**src/rtl/xc_io_pkg.sv**
```systemverilog
// ----------------------------------------------------------------------------
// xc_io_pkg
//   Shared definitions for the header I/O conditioner:
//     - clog2()          : ceiling log2, never less than 1 (safe as a width)
//     - SCAN_INTERNAL /
//       SCAN_STROBE      : values of the scan_mode input
//     - scan_state_t     : scanner state encoding
//     - scan_dbg_t       : scanner debug view (state plus the mode it runs in)
// ----------------------------------------------------------------------------
package xc_io_pkg;

    function automatic int clog2(input int value);
        int result;
        result = 1;
        while ((1 << result) < value) begin
            result = result + 1;
        end
        return result;
    endfunction

    localparam logic SCAN_INTERNAL = 1'b0;
    localparam logic SCAN_STROBE   = 1'b1;

    typedef enum logic {
        IDLE = 1'b0,
        RUN  = 1'b1
    } scan_state_t;

    typedef struct packed {
        scan_state_t state;
        logic        mode;
    } scan_dbg_t;

endpackage

```
**src/rtl/xc_deglitch.sv**
```systemverilog
// ----------------------------------------------------------------------------
// xc_deglitch
//   One asynchronous input: a SYNC_STAGES-deep synchroniser followed by a
//   persistence filter. The filtered level only moves once the synchronised
//   sample has disagreed with it for FILTER_LEN consecutive cycles, so pulses
//   of FILTER_LEN-1 cycles or less never reach the output.
//   Ports:
//     sysclk  - system clock
//     reset   - asynchronous active-high reset
//     din     - raw asynchronous input
//     level   - filtered level (registered)
//     changed - one-cycle pulse in the cycle level updates (registered)
// ----------------------------------------------------------------------------
module xc_deglitch
    import xc_io_pkg::*;
#(
    parameter int SYNC_STAGES = 2,
    parameter int FILTER_LEN  = 4
) (
    input  logic sysclk,
    input  logic reset,
    input  logic din,
    output logic level,
    output logic changed
);

    localparam int                CNT_W   = clog2(FILTER_LEN) + 1;
    localparam logic [CNT_W-1:0]  CNT_MAX = CNT_W'(FILTER_LEN - 1);

    logic [SYNC_STAGES-1:0] sync_q;
    logic [CNT_W-1:0]       cnt_q;
    logic                   sample;

    assign sample = sync_q[SYNC_STAGES-1];

    always_ff @(posedge sysclk or posedge reset) begin
        if (reset) begin
            sync_q  <= '0;
            cnt_q   <= '0;
            level   <= 1'b0;
            changed <= 1'b0;
        end else begin
            sync_q  <= {sync_q[SYNC_STAGES-2:0], din};
            changed <= 1'b0;
            if (sample == level) begin
                cnt_q <= '0;
            end else if (cnt_q >= CNT_MAX) begin
                // This is the FILTER_LEN-th consecutive disagreeing sample.
                level   <= sample;
                cnt_q   <= '0;
                changed <= 1'b1;
            end else begin
                cnt_q <= cnt_q + CNT_W'(1);
            end
        end
    end

endmodule

```
**src/rtl/xc_header_io.sv**
```systemverilog
// ----------------------------------------------------------------------------
// xc_header_io
//   Board-edge conditioner between the header pins and the main logic.
//   Every correlator line and the strobe pin are synchronised and deglitched;
//   a one-hot scanner walks MUX_LINES selects, stepping either from an
//   internal divider or from filtered strobe rising edges.
//   Ports:
//     sysclk      - system clock
//     reset       - asynchronous active-high reset
//     enable      - scanner run enable
//     scan_mode   - 0: internal divider, 1: strobe-driven
//     scan_div    - internal-mode advance period minus one, in cycles
//     line_in     - raw asynchronous header inputs
//     strobe      - raw asynchronous strobe pin
//     line_clean  - synchronised, deglitched line levels
//     line_edge   - one-cycle pulse on any line_clean change
//     strobe_rise - one-cycle pulse on filtered strobe rising edge
//     mux_out     - one-hot select, all zero while idle
//     mux_index   - current select index
//     scan_wrap   - one-cycle pulse when the index wraps to 0
//
//   Handshake note: there is no valid/ready traffic here; every output is a
//   level or a single-cycle pulse qualified only by the clock.
// ----------------------------------------------------------------------------
module xc_header_io
    import xc_io_pkg::*;
#(
    parameter int NUM_LINES   = 4,
    parameter int MUX_LINES   = 16,
    parameter int SYNC_STAGES = 2,
    parameter int FILTER_LEN  = 4,
    parameter int DIV_WIDTH   = 16
) (
    input  logic                        sysclk,
    input  logic                        reset,
    input  logic                        enable,
    input  logic                        scan_mode,
    input  logic [DIV_WIDTH-1:0]        scan_div,
    input  logic [NUM_LINES-1:0]        line_in,
    input  logic                        strobe,
    output logic [NUM_LINES-1:0]        line_clean,
    output logic [NUM_LINES-1:0]        line_edge,
    output logic                        strobe_rise,
    output logic [MUX_LINES-1:0]        mux_out,
    output logic [clog2(MUX_LINES)-1:0] mux_index,
    output logic                        scan_wrap
);

    localparam int              IDX_W    = clog2(MUX_LINES);
    localparam logic [IDX_W-1:0] IDX_LAST = IDX_W'(MUX_LINES - 1);

    // ------------------------------------------------------------------
    // Input conditioning
    // ------------------------------------------------------------------
    logic strobe_level;
    logic strobe_changed;

    for (genvar i = 0; i < NUM_LINES; i++) begin : g_line
        xc_deglitch #(
            .SYNC_STAGES (SYNC_STAGES),
            .FILTER_LEN  (FILTER_LEN)
        ) u_line (
            .sysclk  (sysclk),
            .reset   (reset),
            .din     (line_in[i]),
            .level   (line_clean[i]),
            .changed (line_edge[i])
        );
    end

    xc_deglitch #(
        .SYNC_STAGES (SYNC_STAGES),
        .FILTER_LEN  (FILTER_LEN)
    ) u_strobe (
        .sysclk  (sysclk),
        .reset   (reset),
        .din     (strobe),
        .level   (strobe_level),
        .changed (strobe_changed)
    );

    // Both terms are flops, so this stays a registered-output pulse.
    assign strobe_rise = strobe_changed & strobe_level;

    // ------------------------------------------------------------------
    // Scanner
    // ------------------------------------------------------------------
    scan_state_t          state_q, state_d;
    logic                 mode_q;
    logic [DIV_WIDTH-1:0] div_q, div_d;
    logic [IDX_W-1:0]     idx_d;
    logic [MUX_LINES-1:0] mux_d;
    logic                 wrap_d;
    logic                 advance;
    scan_dbg_t            scan_dbg;

    assign scan_dbg = '{state: state_q, mode: mode_q};

    always_ff @(posedge sysclk or posedge reset) begin
        if (reset) begin
            state_q   <= IDLE;
            mode_q    <= SCAN_INTERNAL;
            div_q     <= '0;
            mux_index <= '0;
            mux_out   <= '0;
            scan_wrap <= 1'b0;
        end else begin
            state_q   <= state_d;
            mode_q    <= scan_mode;
            div_q     <= div_d;
            mux_index <= idx_d;
            mux_out   <= mux_d;
            scan_wrap <= wrap_d;
        end
    end

    always_comb begin
        state_d = state_q;
        div_d   = div_q;
        idx_d   = mux_index;
        mux_d   = mux_out;
        wrap_d  = 1'b0;
        advance = 1'b0;

        case (state_q)
            IDLE: begin
                mux_d = '0;
                div_d = '0;
                if (enable) begin
                    // Entry cycle shows the held index; stepping starts next cycle.
                    state_d = RUN;
                    mux_d   = MUX_LINES'(1) << mux_index;
                end
            end
            RUN: begin
                if (!enable) begin
                    state_d = IDLE;
                    mux_d   = '0;
                    div_d   = '0;
                end else if (scan_mode != mode_q) begin
                    // A mode switch restarts the divider; the new mode rules
                    // from the following cycle.
                    div_d = '0;
                end else if (mode_q == SCAN_INTERNAL) begin
                    // >= so a period shrunk below the running count fires
                    // immediately instead of wrapping the counter.
                    if (div_q >= scan_div) begin
                        div_d   = '0;
                        advance = 1'b1;
                    end else begin
                        div_d = div_q + DIV_WIDTH'(1);
                    end
                end else begin
                    div_d   = '0;
                    advance = strobe_rise;
                end
            end
            default: begin
                state_d = IDLE;
                mux_d   = '0;
                div_d   = '0;
            end
        endcase

        if (advance) begin
            if (mux_index == IDX_LAST) begin
                idx_d  = '0;
                wrap_d = 1'b1;
            end else begin
                idx_d = mux_index + IDX_W'(1);
            end
            mux_d = MUX_LINES'(1) << idx_d;
        end
    end

endmodule

```
**config.mk**
```make
export PLATFORM = sky130hd
export DESIGN_NAME = xc_header_io
export DESIGN_NICKNAME = d
export VERILOG_FILES = /design/src/rtl/xc_io_pkg.sv /design/src/rtl/xc_deglitch.sv /design/src/rtl/xc_header_io.sv
export SDC_FILE = /design/constraint.sdc
export NUM_CORES = 1
export LEC_CHECK = 0
export ABC_AREA = 1
export CAP_MARGIN = 20
export CORE_ASPECT_RATIO = 0.75
export CORE_MARGIN = 2
export CORE_UTILIZATION = 45
export CTS_CLUSTER_SIZE = 30
export DETAILED_ROUTE_END_ITERATION = 12
export PLACE_DENSITY = 0.7
export SYNTH_ARGS = -nofsm -noshare
export SYNTH_HDL_FRONTEND = slang
export SYNTH_SLANG_ARGS = --single-unit
```
**constraint.sdc**
```tcl
create_clock -name sysclk -period 2.68 [get_ports sysclk]
set_input_delay 0.804 -clock sysclk [delete_from_list [all_inputs] [get_ports sysclk]]
set_output_delay 0.804 -clock sysclk [all_outputs]
set_load 0.02 [all_outputs]
```
==> reports/metrics.yaml <==
synth-edff-count: 0
end_kind: "primary output"
grt_pass1_wl_mm: 14.6
synth_top_family_by_area: "simple AND/OR/NAND/NOR gates"
period_needed_ps: 2400
setup_ws_ps: 283
clockBufferDepth: 2
grtUsageMet2: 0.293
seq_area_frac_synth: 0.458
hold_viol: 0
area_growth_pct: 24.1
yosysTopAreaCell: "dfrtp_1"
seq_power_share: 0.389
postPlaceCellArea_um2: 4690
worst-setup-path-type: "flip-flop to primary output"
clock-sinks: 74
wirelength_mm: 8.28
vias: 3224
multiInputGateArea_um2: 1760
vias_per_cell: 4.83
synth_seq_cells: 74
post-cts-setup-buffer-count: 0
drt_iter0_drc: 222
drcViolationCount: 0
h-tree-depth: 3
place_congestion: 0.872
cp.depth: 1
ant_nets: 0
fin_area_um2: 5020
min_path_type: "flip-flop to flip-flop"
max_stage_delay_ps: 680
initial_core_util: 0.470
async_reset_ff_frac: 1.00
clock_skew_ps: 6.66
outcome: "completed"
cts_tree: "done"
synthCells: 495
rsz0062_at_grt: "no"
root_buffer: "clkbuf_16"
nets: 613
grt_use_met1: 0.256
worst_slew_pin_slew_ps: 396
synthAdderAreaFrac: 0.105
syn-num-nets: 554
crit_path_top_delay_cell: "clkdlybuf4s50_1"
min_to: "g_line[1].u_line.sync_q[1]"
critPathBufInv: 1
slew_viol_final: 0
globalRouteOverflowTotal: 0
antenna_found_initial: 0
p_sw_frac: 0.316
clock.fmax_mhz: 417
cts_buffers: 9
reg2reg_slack_ps: 790
synth_compound_area_frac: 0.0325
crit_fanout: 13
grt_pass1_vias: 3201
path_delay_family: "buffers and inverters"
fillCellCount: 749
finalCritPeriodShare: 0.894
yosys_warnings: 0
hold_path_depth: 0
slew-limit-headroom: 0.735
r2r-end: "mux_out[2]"
layout-drive-gt1-share: 0.0680
portBuffers: 54
p_int_mw: 2.52
synthTopCellsByArea: "dfrtp_1 46%, nand2_1 12%, ha_1 11%"
r2r-start: "div_q[3]"
start_kind: "flip-flop"
final_util: 0.583
synth_cell_types: 30
dp_hpwl_mm: 6.16
grt_usage: 0.189
drv_cap: 0
p_leak_nw: 2.61
irDropWorstVdd_v: 0.000471
path_cells: "clkdlybuf4s50_1"
synth_commonest_cells: "131 x nand2_1, 78 x inv_1, 74 x dfrtp_1"
synthesis.area_um2: 4040
first_pass_iters: 4
cts_hold_buf: 0
die_area_um2: 9760
diodes: 0
std_cell_rows: 29
synth_ff_type: "dfrtp_1"
wl_per_cell_um: 12.4
powerDensity_nw_per_um2: 735
synth_mux_area_frac: 0
yosysTopAreaCellShare: 0.458
dp_worst_setup_slack_ps: -77.4
grt_max_degree: 59
grtUsageMet3: 0.0551
yosys.area_share.simple: 0.275
syn_avg_cell_area_um2: 8.16
design.core.area_um2: 8600
die_height_um: 86.1
synthMostInstantiatedCell: "nand2_1"
gr-max-usage-layer: "met2"
p_sw_mw: 1.17
cts_resized: 0
ios: 55
cts.reportedPaths.clkPinSlew_ps: 60
regArea_um2: 1850
power_frac_comb: 0.264
r2r_cells: 12
synthXorXnorAreaFrac: 0.0238
power_frac_clock: 0.347
holdCritStartpoint: "g_line[1].u_line.sync_q[0]"
dieWidth_um: 113
worst_ep_arrival_time_ps: 1590
cp.required_ps: 1880
setup_violations: 0
clk-insertion-delay-late_ps: 340
## routing by layer
layer	vias up	share of wire
met5	-	0
met4	0	0.012
met3	8	0.040
met2	58	0.44
met1	1499	0.50
li1	1659	-
## layout make-up
type                       instances  share of cell area
clock inverter                     3             0.00898
multi-input combinational        326               0.352
inverter                          79              0.0599
tap                              108              0.0269
sequential                        74               0.369
clock buffer                      13              0.0559
timing repair buffer              64               0.128
## power groups by stage
stage / logic (mW) / clock network [mW] / registers [mW]
6_report: 0.974 / 1.28 / 1.43
5_1_grt: 1.11 / 1.36 / 1.46
4_1_cts: 0.985 / 1.31 / 1.44
3_5_place_dp: 0.979 / 0 / 1.45
3_3_place_gp: 0.935 / 0 / 1.44
2_1_floorplan: 0.683 / 0 / 1.45
## how the worst max path moves through the flow
stage                 start           end  slack, ps
2_1_floorplan  scan_div[15]   mux_out[15]        570
3_3_place_gp   scan_div[15]    mux_out[0]        -10
3_5_place_dp    scan_div[3]    mux_out[0]        -80
4_1_cts        mux_index[2]  mux_index[2]        260
5_1_grt         scan_div[3]    mux_out[6]         70
6_report       mux_index[2]  mux_index[2]        280
## registers in the layout, summed over array words and instances (netlist names)
register and cells:
mode_q 1, u_strobe.cnt_q 3, state_q 1, u_strobe.changed 1, u_strobe.sync_q 2, scan_wrap 1
mux_out 16, div_q 16, g_line.u_line.sync_q 8, g_line.u_line.level 4, u_strobe.level 1, mux_index 4
g_line.u_line.changed 4, g_line.u_line.cnt_q 12
## cells by family after synthesis
group	Yosys count
AOI/OAI and AO/OA	19
DFF	74
adders and majority gates	34
and+or+nand+nor	262
xor gates and xnor gates	11
buffers and inverters	95
## cell usage in the layout (no fill, tap or decap), drive strengths merged, types with 5 or more instances in the layout
cell / n
clkdlybuf4s50: 54
inv: 78
nand2: 133
o21ai: 5
xor2: 6
nand3: 43
dfrtp: 74
buf: 10
nor3: 14
ha: 34
nand4: 7
nor2: 61
xnor2: 5
clkbuf: 13
a21oi: 6
## per-stage QoR
step | TNS, ps | total power, mW | hold WS (ps) | cells
detailed placement | -1340 | 2.43 | 337 | 651
global route | 0 | 3.93 | 358 | 667
global placement | -49.4 | 2.38 | 334 | 651
floorplan | 0 | 2.13 | 331 | 495
CTS | 0 | 3.73 | 349 | 667
finish | 0 | 3.69 | 346 | 667
Note: power is estimated with default switching activity, not from simulation.
